--- src/rtl/vip_amba_apb_pkg.sv ---
// Shared types and constants for the APB4 master bridge and its timeout counter.
package vip_amba_apb_pkg;

  typedef enum logic [1:0] {
    StIdle,
    StSetup,
    StAccess,
    StDone
  } apb_mst_state_e;

  // Encoding of from_cpu_rd_wr
  localparam logic RdWrRead  = 1'b0;
  localparam logic RdWrWrite = 1'b1;

  localparam logic [2:0] PprotDefault = 3'b000;

endpackage

--- src/rtl/vip_amba_apb_timeout_counter.sv ---
// Counts consecutive PREADY-low ACCESS cycles; expired marks the last allowed wait cycle.
module vip_amba_apb_timeout_counter #(
  parameter int unsigned TIMEOUT_CYCLES = 16
) (
  input  logic PCLK,
  input  logic rst,
  input  logic clear,
  input  logic count_en,
  output logic expired
);

  localparam int unsigned CntW = (TIMEOUT_CYCLES > 1) ? $clog2(TIMEOUT_CYCLES) : 1;
  localparam logic [CntW-1:0] CntLast = CntW'(TIMEOUT_CYCLES - 1);

  logic [CntW-1:0] cnt_q;

  always_ff @(posedge PCLK) begin
    if (rst || clear) begin
      cnt_q <= '0;
    end else if (count_en && !expired) begin
      cnt_q <= cnt_q + 1'b1;
    end
  end

  // High during the TIMEOUT_CYCLES-th low cycle, so the abort lands on that cycle's edge
  assign expired = (cnt_q == CntLast);

endmodule

--- src/rtl/vip_amba_apb_master_bridge.sv ---
// APB4 master bridge: one CPU request at a time through SETUP/ACCESS, all outputs registered.
// Optional ACCESS timeout abort is built when VIP_AMBA_APB_TIMEOUT_EN is defined.
module vip_amba_apb_master_bridge
  import vip_amba_apb_pkg::*;
#(
  parameter int unsigned ADDRESS_WIDTH  = 32,
  parameter int unsigned DATA_WIDTH     = 32,
  parameter int unsigned DATA_STROBE    = DATA_WIDTH / 8,
  parameter int unsigned TIMEOUT_CYCLES = 16,
  parameter logic [2:0]  PPROT_VAL      = PprotDefault
) (
  input  logic                     PCLK,
  input  logic                     PRESET,
  input  logic                     from_cpu_resetn,
  input  logic                     from_cpu_valid_txn,
  input  logic                     from_cpu_rd_wr,
  input  logic [ADDRESS_WIDTH-1:0] from_cpu_address,
  input  logic [DATA_STROBE-1:0]   from_cpu_wr_STRB,
  input  logic [DATA_WIDTH-1:0]    from_cpu_wr_WDATA,
  input  logic                     from_cpu_slave_sel,
  output logic                     apb_ready_for_txn,
  output logic [DATA_WIDTH-1:0]    to_cpu_RDATA,
  output logic                     to_cpu_RDATA_valid_WDATA_done,
  output logic                     to_cpu_txn_err,
  output logic                     to_cpu_txn_timeout,
  input  logic                     PREADY,
  input  logic [DATA_WIDTH-1:0]    PRDATA,
  input  logic                     PSLVERR,
  output logic [ADDRESS_WIDTH-1:0] PADDR,
  output logic [2:0]               PPROT,
  output logic                     PSELx,
  output logic                     PENABLE,
  output logic                     PWRITE,
  output logic [DATA_WIDTH-1:0]    PWDATA,
  output logic [DATA_STROBE-1:0]   PSTRB
);

  apb_mst_state_e           state_q;
  logic                     ready_q;
  logic                     psel_q;
  logic                     penable_q;
  logic                     pwrite_q;
  logic [ADDRESS_WIDTH-1:0] paddr_q;
  logic [DATA_WIDTH-1:0]    pwdata_q;
  logic [DATA_STROBE-1:0]   pstrb_q;
  logic [DATA_WIDTH-1:0]    rdata_q;
  logic                     done_q;
  logic                     err_q;
  logic                     timeout_q;
  logic                     rst;
  logic                     abort;
  logic                     xfer_ok;

  // CPU soft reset folds into the bus reset
  assign rst = PRESET | ~from_cpu_resetn;

  // Completion handshake: only here are PSLVERR and PRDATA meaningful
  assign xfer_ok = psel_q & penable_q & PREADY;

`ifdef VIP_AMBA_APB_TIMEOUT_EN
  logic to_clear;
  logic to_count_en;
  logic to_expired;

  assign to_clear    = (state_q == StSetup);
  assign to_count_en = (state_q == StAccess) && !PREADY;

  vip_amba_apb_timeout_counter #(
    .TIMEOUT_CYCLES(TIMEOUT_CYCLES)
  ) u_timeout_counter (
    .PCLK    (PCLK),
    .rst     (rst),
    .clear   (to_clear),
    .count_en(to_count_en),
    .expired (to_expired)
  );

  assign abort              = to_count_en && to_expired;
  assign to_cpu_txn_timeout = timeout_q;
`else
  logic unused_timeout_cfg;

  assign abort              = 1'b0;
  assign to_cpu_txn_timeout = 1'b0;
  assign unused_timeout_cfg = ^{TIMEOUT_CYCLES, timeout_q};
`endif

  always_ff @(posedge PCLK) begin
    if (rst) begin
      state_q   <= StIdle;
      ready_q   <= 1'b1;
      psel_q    <= 1'b0;
      penable_q <= 1'b0;
      pwrite_q  <= 1'b0;
      paddr_q   <= '0;
      pwdata_q  <= '0;
      pstrb_q   <= '0;
      rdata_q   <= '0;
      done_q    <= 1'b0;
      err_q     <= 1'b0;
      timeout_q <= 1'b0;
    end else begin
      done_q    <= 1'b0;
      err_q     <= 1'b0;
      timeout_q <= 1'b0;
      unique case (state_q)
        StIdle: begin
          if (from_cpu_valid_txn) begin
            ready_q <= 1'b0;
            if (from_cpu_slave_sel) begin
              state_q  <= StSetup;
              psel_q   <= 1'b1;
              pwrite_q <= from_cpu_rd_wr;
              paddr_q  <= from_cpu_address;
              pwdata_q <= (from_cpu_rd_wr == RdWrWrite) ? from_cpu_wr_WDATA : '0;
              pstrb_q  <= (from_cpu_rd_wr == RdWrWrite) ? from_cpu_wr_STRB : '0;
            end else begin
              // Decode error: complete without touching the bus
              state_q <= StDone;
              done_q  <= 1'b1;
              err_q   <= 1'b1;
            end
          end
        end
        StSetup: begin
          state_q   <= StAccess;
          penable_q <= 1'b1;
        end
        StAccess: begin
          if (xfer_ok) begin
            state_q   <= StDone;
            psel_q    <= 1'b0;
            penable_q <= 1'b0;
            done_q    <= 1'b1;
            err_q     <= PSLVERR;
            if ((pwrite_q == RdWrRead) && !PSLVERR) begin
              rdata_q <= PRDATA;
            end
          end else if (abort) begin
            state_q   <= StDone;
            psel_q    <= 1'b0;
            penable_q <= 1'b0;
            done_q    <= 1'b1;
            err_q     <= 1'b1;
            timeout_q <= 1'b1;
          end
        end
        StDone: begin
          state_q <= StIdle;
          ready_q <= 1'b1;
        end
        default: begin
          state_q <= StIdle;
          ready_q <= 1'b1;
        end
      endcase
    end
  end

  assign apb_ready_for_txn             = ready_q;
  assign to_cpu_RDATA                  = rdata_q;
  assign to_cpu_RDATA_valid_WDATA_done = done_q;
  assign to_cpu_txn_err                = err_q;
  assign PADDR                         = paddr_q;
  assign PPROT                         = PPROT_VAL;
  assign PSELx                         = psel_q;
  assign PENABLE                       = penable_q;
  assign PWRITE                        = pwrite_q;
  assign PWDATA                        = pwdata_q;
  assign PSTRB                         = pstrb_q;

endmodule

--- config.mk ---
export PLATFORM = sky130hd
export DESIGN_NAME = vip_amba_apb_master_bridge
export DESIGN_NICKNAME = d
export VERILOG_FILES = /design/src/rtl/vip_amba_apb_pkg.sv /design/src/rtl/vip_amba_apb_timeout_counter.sv /design/src/rtl/vip_amba_apb_master_bridge.sv
export SDC_FILE = /design/constraint.sdc
export NUM_CORES = 1
export LEC_CHECK = 0
export ABC_AREA = 1
export CAP_MARGIN = 10
export CORE_MARGIN = 3
export CORE_UTILIZATION = 40
export DETAILED_ROUTE_END_ITERATION = 16
export HOLD_SLACK_MARGIN = 0.08
export PLACE_DENSITY_LB_ADDON = 0.12
export SLEW_MARGIN = 5
export SYNTH_ARGS = -nofsm -noshare
export SYNTH_HDL_FRONTEND = slang
export SYNTH_SLANG_ARGS = --single-unit
--- constraint.sdc ---
create_clock -name PCLK -period 1.6 [get_ports PCLK]
set_input_delay 0.16 -clock PCLK [delete_from_list [all_inputs] [get_ports PCLK]]
set_output_delay 0.16 -clock PCLK [all_outputs]
set_load 0.1 [all_outputs]
==> flow_summary_export.csv, run 1 <==
group,metric,value,unit
place,gp_congestion,0.825,
clocking,cts_tree,"built",
sta,drv_slew,0,
critical_path,cp_max_fo,48,
logic_synthesis,syn_inst,565,
logic_synthesis,yosys_warnings,0,
global_route,grt_pass1_wl,20900,um
power_and_ir_drop,seq_power_share,49.3,%
power_and_ir_drop,power.density,724,nW/um^2
power_and_ir_drop,p_leak,0.00316,uW
global_route,busiest_layer,"met2",
sta,fin_crit,1490,ps
logic_synthesis,synth_top_area_share,51.7,%
place,io_buffers,213,
floorplanning,die_width,108,um
power_and_ir_drop,ir_worst_vdd,0.533,mV
sta,rsz0062_at_grt,"false",
floorplanning,die_area,11700,sq um
global_route,antenna_found_initial,0,
clocking,cts_inserted_buffers,9,
final_layout,nNetsFinal,880,
logic_synthesis,synth_area,4190,sq um
global_route,grt_start_max_net_pins,50,
critical_path,worstPathRequired,1900,ps
sta,final.setup.worst_slack,114,ps
place,place_hpwl,10000,um
critical_path,worstRegToRegCells,9,
floorplanning,start_util,42.0,%
logic_synthesis,async_reset_ff_share,0,%
power_and_ir_drop,switching_share,27.5,%
floorplanning,core,9950,sq um
logic_synthesis,synth-main-ff-cell,"dfxtp_1",
logic_synthesis,synthTopCellsByArea,"dfxtp_1 52%, nand2_1 16%, a21oi_1 8.6%",
drt,viasPerCell,4.77,
power_and_ir_drop,p_switching,1540,uW
global_route,gr-total-overflow,0,
power_and_ir_drop,p_int,4080,uW
worst_hold_path,hold_path_class,"in -> reg",
sta,fin_crit_sh,92.8,%
sta,finalHoldWorstSlack,340,ps
clocking,ctsHtreeMaxLevel,3,
drt,dr.pass1.iters,6,
critical_path,crit_path_end_kind,"register",
final_layout,fin_cells,906,
floorplanning,die_y,108,um
global_route,grtUsageTotal,22.5,%
final_layout,syn2layout_area_growth,85.5,%
outcome,status,"complete, no violations",
clocking,clk_path_buf_depth,2,
power_and_ir_drop,p_clk_share,32.3,%
drt,vias,4326,
critical_path,worstPathArrival,1780,ps
place,pre_cts_slack,-19.2,ps
logic_synthesis,synth.distinct_cells,23,
sta,hold_viol_final,0,
logic_synthesis,ys_ff_latch,108,
critical_path,start_kind,"register",
logic_synthesis,synth_top_area_cell,"dfxtp_1",
final_layout,n_antenna_cell,0,
clocking,clk_pin_slew_worst_paths,110,ps
logic_synthesis,avgSynthCellArea,7.41,sq um
worst_hold_path,holdPathStages,3,
logic_synthesis,yosysSeqAreaShare,51.7,%
clocking,clk_latency,360,ps
critical_path,path_class,"reg -> reg",
clocking,root_buffer,"clkbuf_8",
drt,drt_iter0_markers,219,
clocking,clock-sinks,108,
sta,fin_skew,11.8,ps
logic_synthesis,synth_edf_count,0,
drt,ant_nets,0,
drt,drc,0,
floorplanning,placementRows,36,
global_route,grt_pass1_vias,4343,
drt,routed_wl,13300,um
place,post-place-cells,889,
sta,fmax,673,MHz
sta,finalSetupViolCount,0,
floorplanning,pin_count,218,
job,maxCapViolCount,0,
global_route,use_met3,8.84,%
final_layout,postLayoutCoreUtil,78.0,%
global_route,grtUsageMet2,40.4,%
final_layout,drive_above_1_share,19.8,%
clocking,cts_setup_buffers,0,
drt,wl_per_cell,14.7,um
power_and_ir_drop,power_frac_comb,18.4,%
global_route,grt_use_met1,24.5,%
clocking,cts_hold_buf,0,
-- what timing repair did --
action                                  4_1_cts  5_1_grt
endpoints found under the setup margin       38       69
gates cloned                                  1        0
resized for setup                             7        4
-- state kept, by name, summed over array words and instances (netlist names) --
signal	count
PWRITE	1
to_cpu_RDATA_valid_WDATA_done	1
PSTRB	4
PSELx	1
PWDATA	32
to_cpu_RDATA	32
state_q	2
PENABLE	1
PADDR	32
to_cpu_txn_err	1
apb_ready_for_txn	1
-- cell families after synthesis --
| logic type | after synthesis | share of synthesized area (%) |
|---|---|---|
| compound gates | 75 | 9.00 |
| simple gates | 295 | 28.4 |
| fa+ha+maj | 4 | 1.20 |
| flops | 108 | 51.7 |
| buf+inv | 82 | 9.69 |
| other cells | 1 | 0.0896 |
-- worst paths after layout --
| kind | from | end | slack, ps |
|---|---|---|---|
| max reg2reg | state_q[0] | to_cpu_RDATA[21] | 110 |
| max | state_q[0] | to_cpu_RDATA[21] | 110 |
| min reg2reg | PADDR[15] | PADDR[15] | 500 |
| min | from_cpu_wr_WDATA[10] | PWDATA[10] | 340 |
-- worst max-delay path, cell delays in order (launching register included) --
cell	delay (ps)
dfxtp_2	350
inv_2	100
ha_2	250
inv_2	70
nor2_2	140
nand2_2	90
buf_12	190
nand2_1	80
nand2_1	60
nor2_1	90
-- cells in the final DEF, fill, tap and decap left out, types with 2 or more instances in the layout --
cell type | netlist | routed
clkdlybuf4s50_1 | 0 | 107
nand2_2 | 3 | 2
a21oi_1 | 72 | 71
dfxtp_2 | 0 | 5
nor2_1 | 72 | 72
o21ai_0 | 2 | 2
buf_12 | 0 | 111
dfxtp_1 | 108 | 103
clkinv_2 | 0 | 2
inv_2 | 2 | 3
ha_1 | 4 | 2
clkbuf_8 | 0 | 9
buf_4 | 5 | 7
conb_1 | 1 | 4
bufinv_16 | 0 | 2
inv_1 | 41 | 40
inv_6 | 0 | 2
nand3_1 | 36 | 36
nand2_1 | 179 | 179
-- power groups by stage --
| stage | Combinational (uW) | Sequential [uW] | Clock, uW |
|---|---|---|---|
| after floorplan | 276 | 3060 | 0 |
| after global placement | 991 | 2830 | 0 |
| after detailed placement | 1010 | 2830 | 0 |
| after CTS | 1040 | 2770 | 1860 |
| after global routing | 1090 | 2770 | 1960 |
| final | 1030 | 2770 | 1820 |
-- synth_stat cells, types with 2 or more instances --
| cell | count |
|---|---|
| nand2_1 | 179 |
| dfxtp_1 | 108 |
| a21oi_1 | 72 |
| nor2_1 | 72 |
| inv_1 | 41 |
| nand3_1 | 36 |
| buf_2 | 15 |
| clkbuf_1 | 10 |
| buf_6 | 7 |
| buf_4 | 5 |
| ha_1 | 4 |
| nand2_2 | 3 |
| inv_2 | 2 |
| o21ai_0 | 2 |
-- area by class of cell --
class | count | area [sq um]
clock buffer | 10 | 128
clock inverter | 6 | 87.6
fill | 649 | 2190
inverter | 45 | 186
multi-input combinational | 378 | 1650
sequential | 108 | 2170
tap | 133 | 166
timing repair buffer | 226 | 3370
-- metrics by stage --
stage | power, uW | setup TNS (ps) | instance area, sq um
after global routing | 5830 | 0 | 7760
after CTS | 5660 | 0 | 7760
after global placement | 3820 | 0 | 7480
after detailed placement | 3840 | -93.1 | 7480
final | 5620 | 0 | 7760
after floorplan | 3340 | 0 | 4200
-- routing by layer --
metal	part of all wire [%]	vias up	wire [um]
met5	0	-	0
met4	2.2	0	287
met3	9.7	28	1290
met2	50	166	6650
met1	38	1987	5100
li1	-	2145	-
(Power assumes the default switching activity.)
==> run 2, diff against run 1 <==
Settings changed: HOLD_SLACK_MARGIN 0.08 to 0.1.
==> results of run 2 <==
No change in the layout: final DEF, timing and power equal those of run 1.
==> run 3, diff against run 2 <==
Settings changed: SKIP_CTS_REPAIR_TIMING from default to 1.
==> flow_summary_export.csv, run 3 (synthesis results as in run 1) <==
group,metric,value,unit
drt,drc,0,
power_and_ir_drop,power.density,720,nW/um^2
clocking,cts_inserted_buffers,9,
drt,route.met3.wl,1420,um
critical_path,slowest_delay,350,ps
drt,dr.pass1.iters,6,
critical_path,rrSetupSlack,100,ps
critical_path,start_kind,"register",
drt,viasPerCell,4.76,
global_route,grt_start_max_net_pins,50,
global_route,gr-total-overflow,0,
critical_path,worstPathRequired,1900,ps
outcome,status,"complete, no violations",
place,post-place-cells,889,
power_and_ir_drop,p_leak,0.00321,uW
drt,wl_per_cell,15.1,um
floorplanning,core,9950,sq um
drt,top_layer,"met4",
clocking,clk_latency,360,ps
drt,wl_met2,6970,um
floorplanning,pin_count,218,
sta,fmax,666,MHz
sta,hold_viol_final,0,
critical_path,crit_path_end_kind,"register",
critical_path,path_common_cell,"nand2_1",
worst_hold_path,hold_path_class,"in -> reg",
sta,finalSetupViolCount,0,
drt,routed_wl,13800,um
job,maxCapViolCount,0,
floorplanning,start_util,42.0,%
final_layout,syn2layout_area_growth,87.4,%
place,io_buffers,213,
final_layout,fin_cells,914,
global_route,antenna_found_initial,0,
clocking,clk_pin_slew_worst_paths,110,ps
drt,drt_iter0_markers,238,
drt,ant_nets,0,
final_layout,n_fill_cell,635,
sta,finalHoldWorstSlack,340,ps
final_layout,postLayoutCoreUtil,78.8,%
critical_path,path_class,"reg -> reg",
critical_path,worstPathCellList,"inv_1 > ha_2 > inv_2 > nor2_2 > nand2_2 > buf_12 > nand2_1 > nand2_1 > nor2_1",
sta,fin_crit_sh,93.8,%
sta,drv_slew,0,
final_layout,most-common-layout-cells,"179 x nand2_1, 112 x buf_12, 107 x clkdlybuf4s50_1",
critical_path,cp_slowest_cell,"dfxtp_2",
sta,fin_crit,1500,ps
clocking,cts_tree,"built",
clocking,clk_path_buf_depth,2,
clocking,ctsHtreeMaxLevel,3,
clocking,root_buffer,"clkbuf_8",
final_layout,layout_commonest_cell,"nand2_1",
floorplanning,placementRows,36,
sta,rsz0062_at_grt,"true",
clocking,clock-sinks,108,
final_layout,nNetsFinal,888,
final_layout,drive_above_1_share,20.4,%
floorplanning,die_y,108,um
place,gp_congestion,0.825,
final_layout,n_antenna_cell,0,
drt,wl_met1,5120,um
global_route,grt_pass1_vias,4297,
drt,vias,4353,
sta,fin_skew,11.9,ps
sta,setup_tns,0,ps
critical_path,cp_max_fo,48,
global_route,grtUsageTotal,22.2,%
critical_path,worstPathArrival,1800,ps
floorplanning,die_area,11700,sq um
place,place_hpwl,10000,um
floorplanning,die_width,108,um
global_route,grt_pass1_wl,20600,um
power_and_ir_drop,power.total,5650,uW
power_and_ir_drop,ir_worst_vdd,0.529,mV
==> run 3: per-layer routing <==
layer	vias up	track usage [%]
li1	2162	-
met1	1983	24.1
met2	183	39.3
met3	25	8.90
met4	0	7.30
met5	-	0
==> run 3: worst paths after layout <==
kind | from | end | cells past startpoint
worst min register to register | PADDR[17] | PADDR[17] | 2
worst max register to register | state_q[0] | to_cpu_RDATA[21] | 9
worst min-delay path | from_cpu_wr_WDATA[10] | PWDATA[10] | 3
worst max-delay path | state_q[0] | to_cpu_RDATA[21] | 9
==> run 3: worst max-delay path, delay by kind of cell, from the launching register on <==
| kind | cells | cell delay, ps |
|---|---|---|
| DFF | 1 | 350 |
| and+or+nand+nor | 5 | 460 |
| buffers and inverters | 3 | 380 |
| adders and majority gates | 1 | 250 |
==> run 3: final cells by class <==
class                      count  area (sq um)  share of cell area [%]
clock buffer                  10           128                    1.63
sequential                   108          2170                    27.6
timing repair buffer         230          3420                    43.6
tap                          133           166                    2.12
inverter                      45           186                    2.38
timing repair inverter         4          45.0                   0.574
multi-input combinational    378          1640                    21.0
clock inverter                 6          87.6                    1.12
==> run 3: per-stage QoR <==
step	worst slack, ps	area (sq um)
floorplan	0.116	4200
global placement	84.0	7480
detailed placement	-19.2	7480
CTS	-49.7	7700
global route	-27.3	7840
finish	98.9	7840
==> run 3: where the power goes <==
part | internal, uW | leakage [uW] | switching [uW]
logic | 475 | 0.00223 | 585
registers | 2730 | 0.000875 | 43.0
clock network | 887 | 0.000111 | 931
